`config.mk`:
```
export PLATFORM = sky130hd
export DESIGN_NAME = seg_scan_driver
export DESIGN_NICKNAME = d
export VERILOG_FILES = /design/src/rtl/seg_scan_driver.sv
export SDC_FILE = /design/constraint.sdc
export NUM_CORES = 1
export LEC_CHECK = 0
export BUFFER_PORTS_ARGS = -buffer_cell sky130_fd_sc_hd__clkbuf_2
export CAP_MARGIN = 20
export CORE_UTILIZATION = 30
export DETAILED_ROUTE_END_ITERATION = 12
export GPL_TIMING_DRIVEN = 0
export PLACE_DENSITY = 0.45
export SYNTH_ARGS = -nofsm -noshare
export SYNTH_HDL_FRONTEND = slang
export SYNTH_SLANG_ARGS = --single-unit
```
`constraint.sdc`:
```
create_clock -name clk -period 6.65 [get_ports clk]
set_input_delay 1.33 -clock clk [delete_from_list [all_inputs] [get_ports clk]]
set_output_delay 1.33 -clock clk [all_outputs]
set_load 0.02 [all_outputs]
```
`src/rtl/seg_scan_driver.sv`:
```
// Four-digit multiplexed seven-segment scanner with per-frame snapshot of the digit codes.
// Optional build macro SEG_BLINK_EN adds a live per-digit blink mask driven by a slow tick phase.
module seg_scan_driver #(
    parameter int SCAN_DIV_W = 17
) (
    input  logic       clk,
    input  logic       rst_n,
    input  logic [3:0] dig0,
    input  logic [3:0] dig1,
    input  logic [3:0] dig2,
    input  logic [3:0] dig3,
`ifdef SEG_BLINK_EN
    input  logic [3:0] blink,
`endif
    output logic [3:0] an,
    output logic [6:0] seg
);

    localparam logic [SCAN_DIV_W-1:0] CNT_ONE = 1;
    localparam logic [6:0] SEG_BLANK = 7'b1111111;

    logic [SCAN_DIV_W-1:0] div_cnt;
    logic                  tick;
    logic [1:0]            idx;
    logic [3:0]            snap0, snap1, snap2, snap3;
    logic [3:0]            cur_code;
    logic                  blank_now;

    function automatic logic [6:0] decode(input logic [3:0] code);
        case (code)
            4'd0:    decode = 7'b1000000;
            4'd1:    decode = 7'b1111001;
            4'd2:    decode = 7'b0100100;
            4'd3:    decode = 7'b0110000;
            4'd4:    decode = 7'b0011001;
            4'd5:    decode = 7'b0010010;
            4'd6:    decode = 7'b0000010;
            4'd7:    decode = 7'b1111000;
            4'd8:    decode = 7'b0000000;
            4'd9:    decode = 7'b0010000;
            4'd11:   decode = 7'b0111111;
            default: decode = SEG_BLANK;
        endcase
    endfunction

    assign tick = &div_cnt;

    always_ff @(posedge clk or negedge rst_n) begin
        if (!rst_n) begin
            div_cnt <= '0;
        end else begin
            div_cnt <= div_cnt + CNT_ONE;
        end
    end

    // Snapshots load only on the 3->0 wrap so a whole frame shows one consistent set of codes.
    always_ff @(posedge clk or negedge rst_n) begin
        if (!rst_n) begin
            idx   <= 2'd0;
            snap0 <= 4'd10;
            snap1 <= 4'd10;
            snap2 <= 4'd10;
            snap3 <= 4'd10;
        end else if (tick) begin
            idx <= idx + 2'd1;
            if (idx == 2'd3) begin
                snap0 <= dig0;
                snap1 <= dig1;
                snap2 <= dig2;
                snap3 <= dig3;
            end
        end
    end

    always_comb begin
        cur_code = snap0;
        case (idx)
            2'd0: cur_code = snap0;
            2'd1: cur_code = snap1;
            2'd2: cur_code = snap2;
            2'd3: cur_code = snap3;
            default: cur_code = snap0;
        endcase
    end

`ifdef SEG_BLINK_EN
    logic [5:0] blink_cnt;

    always_ff @(posedge clk or negedge rst_n) begin
        if (!rst_n) begin
            blink_cnt <= 6'd0;
        end else if (tick) begin
            blink_cnt <= blink_cnt + 6'd1;
        end
    end

    // Blink mask is applied live so the caller can toggle it without waiting for a frame wrap.
    assign blank_now = blink_cnt[5] & blink[idx];
`else
    assign blank_now = 1'b0;
`endif

    always_ff @(posedge clk or negedge rst_n) begin
        if (!rst_n) begin
            an  <= 4'b1111;
            seg <= SEG_BLANK;
        end else begin
            an  <= ~(4'b0001 << idx);
            seg <= blank_now ? SEG_BLANK : decode(cur_code);
        end
    end

endmodule

```
# Yosys cells after proc, flatten, opt, wreduce, memory -nomap -nowiden
# Memories as Yosys holds them, arrays and structs flattened. A register that Yosys moved wholly into a read port is not among the register bits.
# Index checks and enable logic that the tools add are counted.
[totals]
regBits = 39
word_cells = 20
output_inout_bits = 11
mem_count = 1
input_bits = 18
rom_bits = 112
[classes]
n_mux = 1
add_sub_neg = 2
n_reduce_logical = 4
bitwise_logic = 1
n_eq_ne = 3
n_shift = 1
[mem_list]
columns = ["name", "depth", "width", "rd", "rd_clocked_by_memory_dff", "wr", "line", "rtl"]
rows = [
  ["(name not given)", 16, 7, 1, 1, 0, "30", "case (code)"],
]
[op_table]
columns = ["operator", "n"]
rows = [
  ["$reduce_and 18->1", 1],
  ["$add 17x1->17 const B", 1],
  ["$reduce_and 17->1", 1],
  ["$pmux 4 s4", 1],
  ["$eq 2x2->1 const B", 2],
  ["$not 4->4", 1],
  ["$shl 1x2->4 const A", 1],
  ["$add 2x1->2 const B", 1],
  ["$eq 2x1->1 const B", 1],
  ["$logic_not 2->1", 1],
  ["$logic_not 1->1", 1],
]

# Logic depth before layout (Yosys ltp)
# Gate-level depths: netlist (run 1).
[logic_depth]
ltp_word = 2
depth_mapped = 9
ltp_nobuf = 9

# Worst setup path after synthesis (run 1)
# Ideal clock, no wire load.
[synth_timing]
kind = "flip-flop to flip-flop"
startpoint = "register div_cnt[0]"
endpoint = "register snap0[2]"
path_buffers = 2
setup_time_ns = 0.125
arrival_time_ns = 1.984
setup_slack_ns = 4.541
stages_incl_launch_ff = 8
period_less_slack_ns = 2.109
required_time_ns = 6.525
cell_sequence = "dfrtp_1 ha_1 nand3_4 or3_4 or3_4 buf_6 buf_12 mux2_4"
[synth_via]
elab_chain_len = 1
[synth_lines]
columns = ["item", "line", "rtl"]
rows = [
  ["start: declaration", "22", "logic [SCAN_DIV_W-1:0] div_cnt;"],
  ["start signal: assignment", "52", "div_cnt <= div_cnt + CNT_ONE;"],
  ["$reduce_and 18->1 (no line)", "-", ""],
  ["end signal: assignment", "67", "snap0 <= dig0;"],
  ["end: declaration", "25", "logic [3:0] snap0, snap1, snap2, snap3;"],
]
# No other way between the ends.
# A chain may end at the register's enable or synchronous reset.

# Worst setup path in the final report (run 1)
[layout_timing]
startpoint = "register idx[0]"
endpoint = "register seg[3]"
[layout_via]
elab_chain_len = 2
elab_cells_between_ends = 5
cone_classes = "eq/ne: 3; mux: 1; reduce/logical: 1"
[layout_lines]
columns = ["item", "line", "rtl"]
rows = [
  ["start: declaration", "24", "logic [1:0] idx;"],
  ["start signal: assignment", "65", "idx <= idx + 2'd1;"],
  ["$eq 2x2->1, or another cell as far along", "77", "case (idx)"],
  ["$pmux 4 s4 (*)", "77", ""],
  ["end: declaration", "16", "output logic [6:0] seg"],
]
# Every way passes the cells marked *; elsewhere a longest branch is shown, timed or not.

==> results_dict.tcl, run 1 <==
set metrics [dict create \
    status "finished, final reports clean" \
    dr.first_iter.drc_count 62 \
    place_inst 289 \
    irDropWorstVdd_mv 0.0773 \
    synth_compound_area_share_pct 4.06 \
    synth_top_area_share_pct 31.3 \
    cts_tree "yes" \
    cap_violations 0 \
    cts.sinks 46 \
    first_pass_iters 4 \
    switching_share_pct 22.4 \
    reg2regPathDepth 9 \
    die_w_um 86.8 \
    synthMuxAreaShare_pct 13.9 \
    synth_top_family_by_area "multiplexers" \
    min_period_ns 2.34 \
    yosys.area_share.simple_pct 9.46 \
    crit_path_max_fanout 5 \
    cts_root_buf "clkbuf_8" \
    path_class "flip-flop to flip-flop" \
    worst_setup_path_end_kind "flip-flop" \
    grt_overflow_total 0 \
    dieArea_um2 7530 \
    gp_congestion 0.737 \
    grt_start_max_net_pins 47 \
    synthXorXnorAreaFrac_pct 6.09 \
    clk_latency_ns 0.29 \
    drcViolationCount 0 \
    cts-resized-gates 0 \
    switchingPower_mw 0.122 \
    async_reset_ff_share_pct 100 \
    grt_pass1_wl_um 6440 \
    fin_setup_tns_ns 0 \
    diodes 0 \
    pwr-share-seq_pct 54.5 \
    leakagePower_nw 1.24 \
    yosysMostFrequentCell "dfrtp_1" \
    io_pins 29 \
    ys_types 29 \
    fillCellCount 672 \
    hold_path.class "flip-flop to flip-flop" \
    dp_hpwl_um 2780 \
    io_buffers 28 \
    routedWlPerCell_um 12.9 \
    cts_buffer_depth 2 \
    clk_pin_slew_ns 0.09 \
    r2r_end "seg[3]$_DFF_PN1_" \
    crit_path_start "idx[0]$_DFFE_PN0P_" \
    seq_area_frac_synth_pct 54.5 \
    holdBufCountCts 0 \
    r2r_slack_ns 4.31 \
    stdcell_count 298 \
    die_y_um 86.8 \
    slew_headroom_pct 64.4 \
    viasPerCell 4.39 \
    pwr-share-clk_pct 38.2 \
    slew_viol_final 0 \
    synth_flop_cell "dfrtp_1" \
    min_from "div_cnt[15]$_DFF_PN0_" \
    area_delta_synth_final_pct 18.3 \
    rows 30 \
    hold_end "div_cnt[15]$_DFF_PN0_" \
    synthCells 165 \
    yosysWarnings 0 \
    grt.total_usage_pct 11.5 \
    syn_avg_cell_area_um2 13.1 \
    drive_gt1_share_pct 40.1 \
    r2r-start "idx[0]$_DFFE_PN0P_" \
    post-route-period-util_pct 35.1 \
    initial_utilization_pct 31.4 \
    vias 1309 \
    crit_required_ns 6.87 \
    min_delay_path_depth 1 \
    p_int_mw 0.422 \
    cts_made_buffers 5 \
    worst-slew-pin-transition_ns 0.530 \
    grt_setup_unrepaired "no" \
    ys_top_cells_by_count "dfrtp_1, dfstp_2, inv_1" \
    clock.fmax_mhz 428 \
    grt_pass1_vias 1372 \
    hold_viol 0 \
    startpoint_type "flip-flop" \
    htreeDepth 2 \
    synth_edf_count 0 \
    synth_nets 196 \
    synthesis.area_um2 2160 \
    antenna_found_initial 0 \
    skew_ns 0.00369 \
    synth_top_cells_by_area "dfrtp_1, dfstp_2, ha_1" \
    antenna_left 0 \
    pwr-share-comb_pct 7.3 \
    synth.largest_area_cell "dfrtp_1" \
    synth_fa_ha_area_share_pct 7.54 \
    ys_seq_elements 46 \
    finalSetupViolCount 0 \
    powerDensity_nw_per_um2 213 \
    cts_setup_buffers 0 \
    core_area_um2 6870 \
    nNetsFinal 232 \
    wirelength_um 3850 \
    cp.arrival_ns 2.56 \
]
state kept, by name, summed over array words and instances, names as in the netlist:
signal,count
div_cnt,17
seg,7
an,4
snap0,4
snap1,4
snap2,4
snap3,4
idx,2
layout make-up:
cell class / instances / area [um^2] / area share (%)
clock inverter: 3 / 45.0 / 1.77
tap: 96 / 120 / 4.71
inverter: 16 / 60.1 / 2.36
clock buffer: 5 / 68.8 / 2.70
sequential: 46 / 1170 / 46.1
timing repair buffer: 29 / 160 / 6.28
multi-input combinational: 100 / 886 / 34.7
buffer: 3 / 35.0 / 1.37
worst max-delay path, cell delays in order, from the launching register on:
cell      delay (ns)
dfrtp_1         0.42
inv_1           0.10
ha_1            0.28
a222oi_1        0.47
mux2i_1         0.24
inv_1           0.17
ha_1            0.26
inv_1           0.06
mux2i_1         0.06
a21oi_1         0.19
how the worst max path moves through the flow:
| stage | to | slack, ns | cells past startpoint |
|---|---|---|---|
| final | seg[3]$_DFF_PN1_ | 4.31 | 9 |
| after global routing | seg[3]$_DFF_PN1_ | 4.15 | 9 |
| after floorplan | snap0[2]$_DFFE_PN0P_ | 4.54 | 7 |
| after CTS | seg[3]$_DFF_PN1_ | 4.28 | 9 |
| after global placement | div_cnt[7]$_DFF_PN0_ | 4.35 | 1 |
| after detailed placement | div_cnt[9]$_DFF_PN0_ | 4.28 | 1 |
cell families after synthesis:
family	Yosys count
compound gates	14
xor+xnor	15
fa+ha+maj	13
buf+inv	19
flops	46
mux	24
simple gates	34
per-stage QoR:
step / util, % / setup slack (ns) / power [mW] / hold slack [ns] / area [um^2]
finish: 37.1 / 4.31 / 0.544 / 0.475 / 2550
global route: 37.1 / 4.15 / 0.572 / 0.497 / 2550
CTS: 36.8 / 4.28 / 0.552 / 0.472 / 2530
detailed placement: 35.2 / 4.28 / 0.341 / 0.456 / 2420
global placement: 35.2 / 4.35 / 0.340 / 0.454 / 2420
floorplan: - / 4.54 / 0.323 / 0.434 / 2160
power by group through the flow:
stage               combinational, mW  clock [mW]  sequential, mW
floorplan                      0.0169           0           0.306
global placement               0.0386           0           0.301
detailed placement             0.0395           0           0.302
CTS                            0.0397       0.215           0.297
global route                   0.0452       0.229           0.298
finish                         0.0399       0.208           0.297
layout by cell type, fill, tap and decap left out:
cell type and n:
and4_1 1, mux2i_1 6, or3_4 2, dfrtp_1 27, buf_6 1, bufinv_16 1, a21oi_1 8, nor2_1 6
ha_1 13, nand2_1 6, nor2b_1 1, and3_1 3, inv_1 16, a222oi_1 3, mux2_2 8, buf_1 1
clkbuf_2 28, nor3_1 4, nor4_1 1, buf_12 2, dfstp_2 19, nand3_1 4, xnor2_1 7, nand2b_1 1
clkbuf_8 5, o21ai_0 2, clkinvlp_4 2, nand3_2 2, nand4_1 2, mux2_4 10, xor2_1 8, a22oi_1 1
nand3_4 1
per-layer routing:
layer  GRT usage, %  wire, um  up-vias
li1               -         -      627
met1           13.8      1810      652
met2           19.3      1810       26
met3           3.62       181        4
met4           4.09        44        0
met5              0         0        -
Power figures use the tool's default switching activity.
==> inputs of run 2 (changes only) <==
ABC_AREA = 1   (was default)
PLACE_DENSITY = 0.47   (was 0.45)
clock period = 2 ns   (was 6.65 ns; I/O delays follow)
==> results_dict.tcl, run 2 <==
set metrics [dict create \
    drive_gt1_share_pct 28.4 \
    powerDensity_nw_per_um2 586 \
    cts_root_buf "clkbuf_8" \
    dr.first_iter.drc_count 47 \
    diodes 0 \
    die_w_um 88.7 \
    cts_tree "yes" \
    hold_path.class "primary input to async pin" \
    core_area_um2 7250 \
    cts_made_buffers 5 \
    crit_required_ns 2.23 \
    synthesis.area_um2 2250 \
    path_common_cell "nand2_1" \
    clk_pin_slew_ns 0.09 \
    dr_wl_met3_um 169 \
    grt_start_max_net_pins 34 \
    seq_area_frac_synth_pct 52.1 \
    ys_types 27 \
    htreeDepth 2 \
    cts.sinks 46 \
    io_buffers 28 \
    clk_latency_ns 0.29 \
    cts_buffer_depth 2 \
    ys_top_cells_by_count "nand2_1, nand3_1, dfrtp_1" \
    finalSetupViolCount 0 \
    vias 1613 \
    worst-slew-pin-transition_ns 0.611 \
    cp_slowest_stage_delay_ns 0.42 \
    skew_ns 0.0135 \
    die_y_um 88.7 \
    drcViolationCount 0 \
    dp_hpwl_um 3110 \
    place_inst 375 \
    layout_common_cells "nand2_1, nand3_1, clkbuf_2" \
    fin_setup_tns_ns 0 \
    status "finished, final reports clean" \
    worst_setup_path_end_kind "flip-flop" \
    antenna_left 0 \
    clock.fmax_mhz 544 \
    grt.total_usage_pct 12.7 \
    cp.arrival_ns 2.07 \
    startpoint_type "flip-flop" \
    synth_top_cells_by_area "dfrtp_1, dfstp_2, nand2_1" \
    dieArea_um2 7870 \
    grt_setup_unrepaired "no" \
    rows 31 \
    syn_avg_cell_area_um2 9.13 \
    yosysMostFrequentCell "nand2_1" \
    io_pins 29 \
    gp_congestion 0.754 \
    viasPerCell 4.20 \
    slew_headroom_pct 59.3 \
    area_delta_synth_final_pct 17.6 \
    nNetsFinal 315 \
    stdcell_count 384 \
    synth.largest_area_cell "dfrtp_1" \
    routedWlPerCell_um 11.1 \
    min_period_ns 1.84 \
    cp_cell_sequence "inv_1, ha_1, inv_2, or2_2, o21ai_4, inv_1, ha_1, nand3_1, nand2_1, nand2_1, nand2_1" \
    slew_viol_final 0 \
    cpMaxStageDelayCell "dfrtp_1" \
    initial_utilization_pct 31.1 \
    antenna_found_initial 0 \
    crit_path_max_fanout 8 \
    final_common_cell "nand2_1" \
    grt_pass1_vias 1608 \
    regMostFlops "div_cnt" \
    synth_top_area_share_pct 30.0 \
    wl_met2_um 1990 \
    largest_register_ffs 17 \
    synthCells 247 \
    ys_seq_elements 46 \
    grt_pass1_wl_um 7490 \
    cap_violations 0 \
    first_pass_iters 4 \
    hold_viol 0 \
    leakagePower_nw 1.24 \
    synth_nets 278 \
    post-route-period-util_pct 91.9 \
    wirelength_um 4270 \
    irDropWorstVdd_mv 0.312 \
    yosysWarnings 0 \
    path_class "flip-flop to flip-flop" \
    reg_top3 "div_cnt: 17 flops, seg: 7 flops" \
    wl_met1_um 2080 \
    top_layer_used "met4" \
    synth_flop_cell "dfrtp_1" \
    async_reset_ff_share_pct 100 \
    synth_edf_count 0 \
    grt_overflow_total 0 \
]
[run 2: final cells by class]
type	count	area [um^2]
plain buffers	3	27.5
clock buffers	8	90.1
fillers	764	4600
inverters	24	90.1
multi-input cells	174	977
flip-flops and latches	46	1170
well taps	99	124
repair buffers	30	168
[run 2: final timing paths]
check	slack (ns)	start	depth (start not counted)	end
worst max-delay path	0.16	idx[0]$_DFFE_PN0P_	11	seg[5]$_DFF_PN1_
worst min-delay path	0.007	rst_n	1	snap2[2]$_DFFE_PN0P_
worst max register to register	0.16	idx[0]$_DFFE_PN0P_	11	seg[5]$_DFF_PN1_
worst min register to register	0.44	div_cnt[0]$_DFF_PN0_	1	div_cnt[0]$_DFF_PN0_
max in group asynchronous	1.42	rst_n	2	snap0[3]$_DFFE_PN1P_
min in group clk	0.30	dig2[1]	3	snap2[1]$_DFFE_PN1P_
[run 2: kinds of logic after synthesis]
group	synth area share, %
DFF	52.1
and+or+nand+nor	28.3
buffers and inverters	5.22
adders and majority gates	7.21
AOI/OAI and AO/OA	1.33
xor gates and xnor gates	5.83
[run 2: critical path: cells and delay by family, from the launching register on]
kind,cells,cell delay (ns)
buffers and inverters,3,0.31
and+or+nand+nor,5,0.56
adders and majority gates,2,0.38
DFF,1,0.42
AOI/OAI and AO/OA,1,0.10
[run 2: timing repair]
action	in CTS	in global routing
hold buffers	0	0
endpoints found under the setup margin	2	7
buffers inserted	0	1
cloned	0	0
gates resized for setup	1	3
[run 2: per-stage QoR]
stage | area [um^2] | power (mW) | util (%) | setup WS [ns] | hold slack (ns)
floorplan | 2250 | 0.949 | - | 0.223 | 0.104
global placement | 2520 | 0.986 | 34.7 | -0.0265 | 0.435
detailed placement | 2540 | 0.990 | 35.0 | -0.0314 | 0.341
CTS | 2630 | 1.59 | 36.3 | 0.0180 | 0.00899
global route | 2650 | 1.63 | 36.6 | 0.00601 | 0.0203
finish | 2650 | 1.55 | 36.6 | 0.163 | 0.00652
[run 2: per-layer routing]
metal | vias up | global-route usage [%]
li1 | 840 | -
met5 | - | 0
met2 | 21 | 21.8
met4 | 0 | 3.96
met1 | 747 | 15.6
met3 | 5 | 3.08
[run 2: where the power goes]
part | leakage (nW) | internal (mW) | switching (mW) | total [mW]
combinational | 0.677 | 0.0157 | 0.0242 | 0.0399
clock | 0.0455 | 0.282 | 0.301 | 0.584
sequential | 0.521 | 0.932 | 0 | 0.932
total | 1.24 | 1.23 | 0.325 | 1.55
==> inputs of run 3 (changes only) <==
CORE_MARGIN = 1.5   (was default)
==> results_dict.tcl, run 3 (synthesis gave the netlist of run 2 again) <==
set metrics [dict create \
    skew_ns 0.00583 \
    crit_required_ns 2.23 \
    finalCoreUtilization_pct 36.6 \
    leakagePower_nw 1.24 \
    dieArea_um2 8040 \
    place_ws_ns -0.0367 \
    r2r_end "seg[5]$_DFF_PN1_" \
    path_class "flip-flop to flip-flop" \
    r2r_slack_ns 0.16 \
    cts_root_buf "clkbuf_8" \
    die_w_um 89.7 \
    place_inst 375 \
    largest_register_ffs 17 \
    cts_buffer_depth 2 \
    hold_viol 0 \
    r2r-start "idx[0]$_DFFE_PN0P_" \
    drcViolationCount 0 \
    post-route-period-util_pct 92.1 \
    slew_headroom_pct 59.5 \
    io_pins 29 \
    nNetsFinal 314 \
    crit_buf_inv 3 \
    endpoint "seg[5]$_DFF_PN1_" \
    use_met2_pct 20.4 \
    hold_slack_ns 0.0586 \
    startpoint_type "flip-flop" \
    die_y_um 89.7 \
    stdcell_area_um2 2650 \
    p_total_mw 1.56 \
    finalSetupViolCount 0 \
    use_met3_pct 3.47 \
    clk_latency_ns 0.29 \
    grt_pass1_vias 1621 \
    crit_path_start "idx[0]$_DFFE_PN0P_" \
    met1_usage_pct 15.2 \
    setup_ws_ns 0.157 \
    rows 31 \
    hold_path.class "primary input to async pin" \
    layout_common_cells "nand2_1, nand3_1, clkbuf_2" \
    stdcell_count 383 \
    antenna_found_initial 0 \
    clock.fmax_mhz 543 \
    grt_pass1_wl_um 7360 \
    dp_hpwl_um 3120 \
    cp_cell_sequence "inv_1, ha_1, inv_2, or2_2, o21ai_4, inv_1, ha_1, nand3_1, nand2_1, nand2_1, nand2_1" \
    dr.first_iter.drc_count 48 \
    diodes 0 \
    cts_setup_buffers 0 \
    worst_setup_path_end_kind "flip-flop" \
    first_pass_iters 4 \
    initial_utilization_pct 31.1 \
    cp.arrival_ns 2.07 \
    cts-resized-gates 2 \
    area_delta_synth_final_pct 17.7 \
    cts.sinks 46 \
    gp_congestion 0.750 \
    busiest_layer "met2" \
    io_buffers 28 \
    irDropWorstVdd_mv 0.254 \
    vias 1582 \
    cap_violations 0 \
    cp_slowest_stage_delay_ns 0.44 \
    powerDensity_nw_per_um2 588 \
    final_common_cell "nand2_1" \
    regMostFlops "div_cnt" \
    path_depth 11 \
    cp_top_family "simple AND/OR/NAND/NOR gates" \
    cts_tree "yes" \
    routedWlPerCell_um 11.1 \
    reg2regPathDepth 11 \
    wirelength_um 4250 \
    path_common_cell "nand2_1" \
    drive_gt1_share_pct 28.5 \
    placed_cell_area_um2 2540 \
    cpMaxStageDelayCell "dfrtp_2" \
    reg_top3 "div_cnt: 17 flops, seg: 7 flops" \
    holdBufCountCts 0 \
    core_area_um2 7250 \
    worst-slew-pin-transition_ns 0.608 \
    viasPerCell 4.13 \
    grt_overflow_total 0 \
    grt_setup_unrepaired "no" \
    min_period_ns 1.84 \
    slew_viol_final 0 \
    grt.total_usage_pct 12.2 \
    fin_setup_tns_ns 0 \
    grt_start_max_net_pins 29 \
    antenna_left 0 \
    status "finished, final reports clean" \
    cts_made_buffers 5 \
    crit_path_max_fanout 8 \
    htreeDepth 2 \
    clk_pin_slew_ns 0.08 \
]
[run 3: how the worst min path moves through the flow]
stage                                     from                   end  slack, ns  cells past startpoint
final                                    rst_n  snap2[2]$_DFFE_PN0P_       0.06                      1
after global routing                     rst_n  snap2[2]$_DFFE_PN0P_       0.08                      1
after CTS                                rst_n  snap2[2]$_DFFE_PN0P_       0.07                      1
after detailed placement                 rst_n  snap2[2]$_DFFE_PN0P_       0.40                      1
after global placement    div_cnt[0]$_DFF_PN0_  div_cnt[0]$_DFF_PN0_       0.43                      1
after floorplan                          rst_n  div_cnt[0]$_DFF_PN0_       0.10                      0
[run 3: area by class of cell]
class	count	area, um^2
fillers	765	4600
flip-flops and latches	46	1180
multi-input cells	174	985
repair buffers	29	160
well taps	99	124
inverters	24	90.1
clock buffers	7	86.3
plain buffers	3	27.5
clock inverters	1	5.00
[run 3: worst register-to-register path, stage by stage, from the launching register on]
cell     delay (ns)
dfrtp_2        0.44
inv_1          0.11
ha_1           0.17
inv_2          0.07
or2_2          0.30
o21ai_4        0.10
inv_1          0.11
ha_1           0.21
nand3_1        0.10
nand2_1        0.06
nand2_1        0.05
nand2_1        0.05
[run 3: power breakdown]
| part | internal (mW) | switching, mW |
|---|---|---|
| clock network | 0.279 | 0.311 |
| registers | 0.931 | 0 |
| logic | 0.0156 | 0.0237 |
[run 3: layer usage]
metal  vias to the layer above  wire length (um)  share of wire, %
met5                         -                 0                 0
met4                         0                46               1.1
met3                         5               158               3.7
met2                        25              2050                48
met1                       714              2000                47
li1                        838                 -                 -
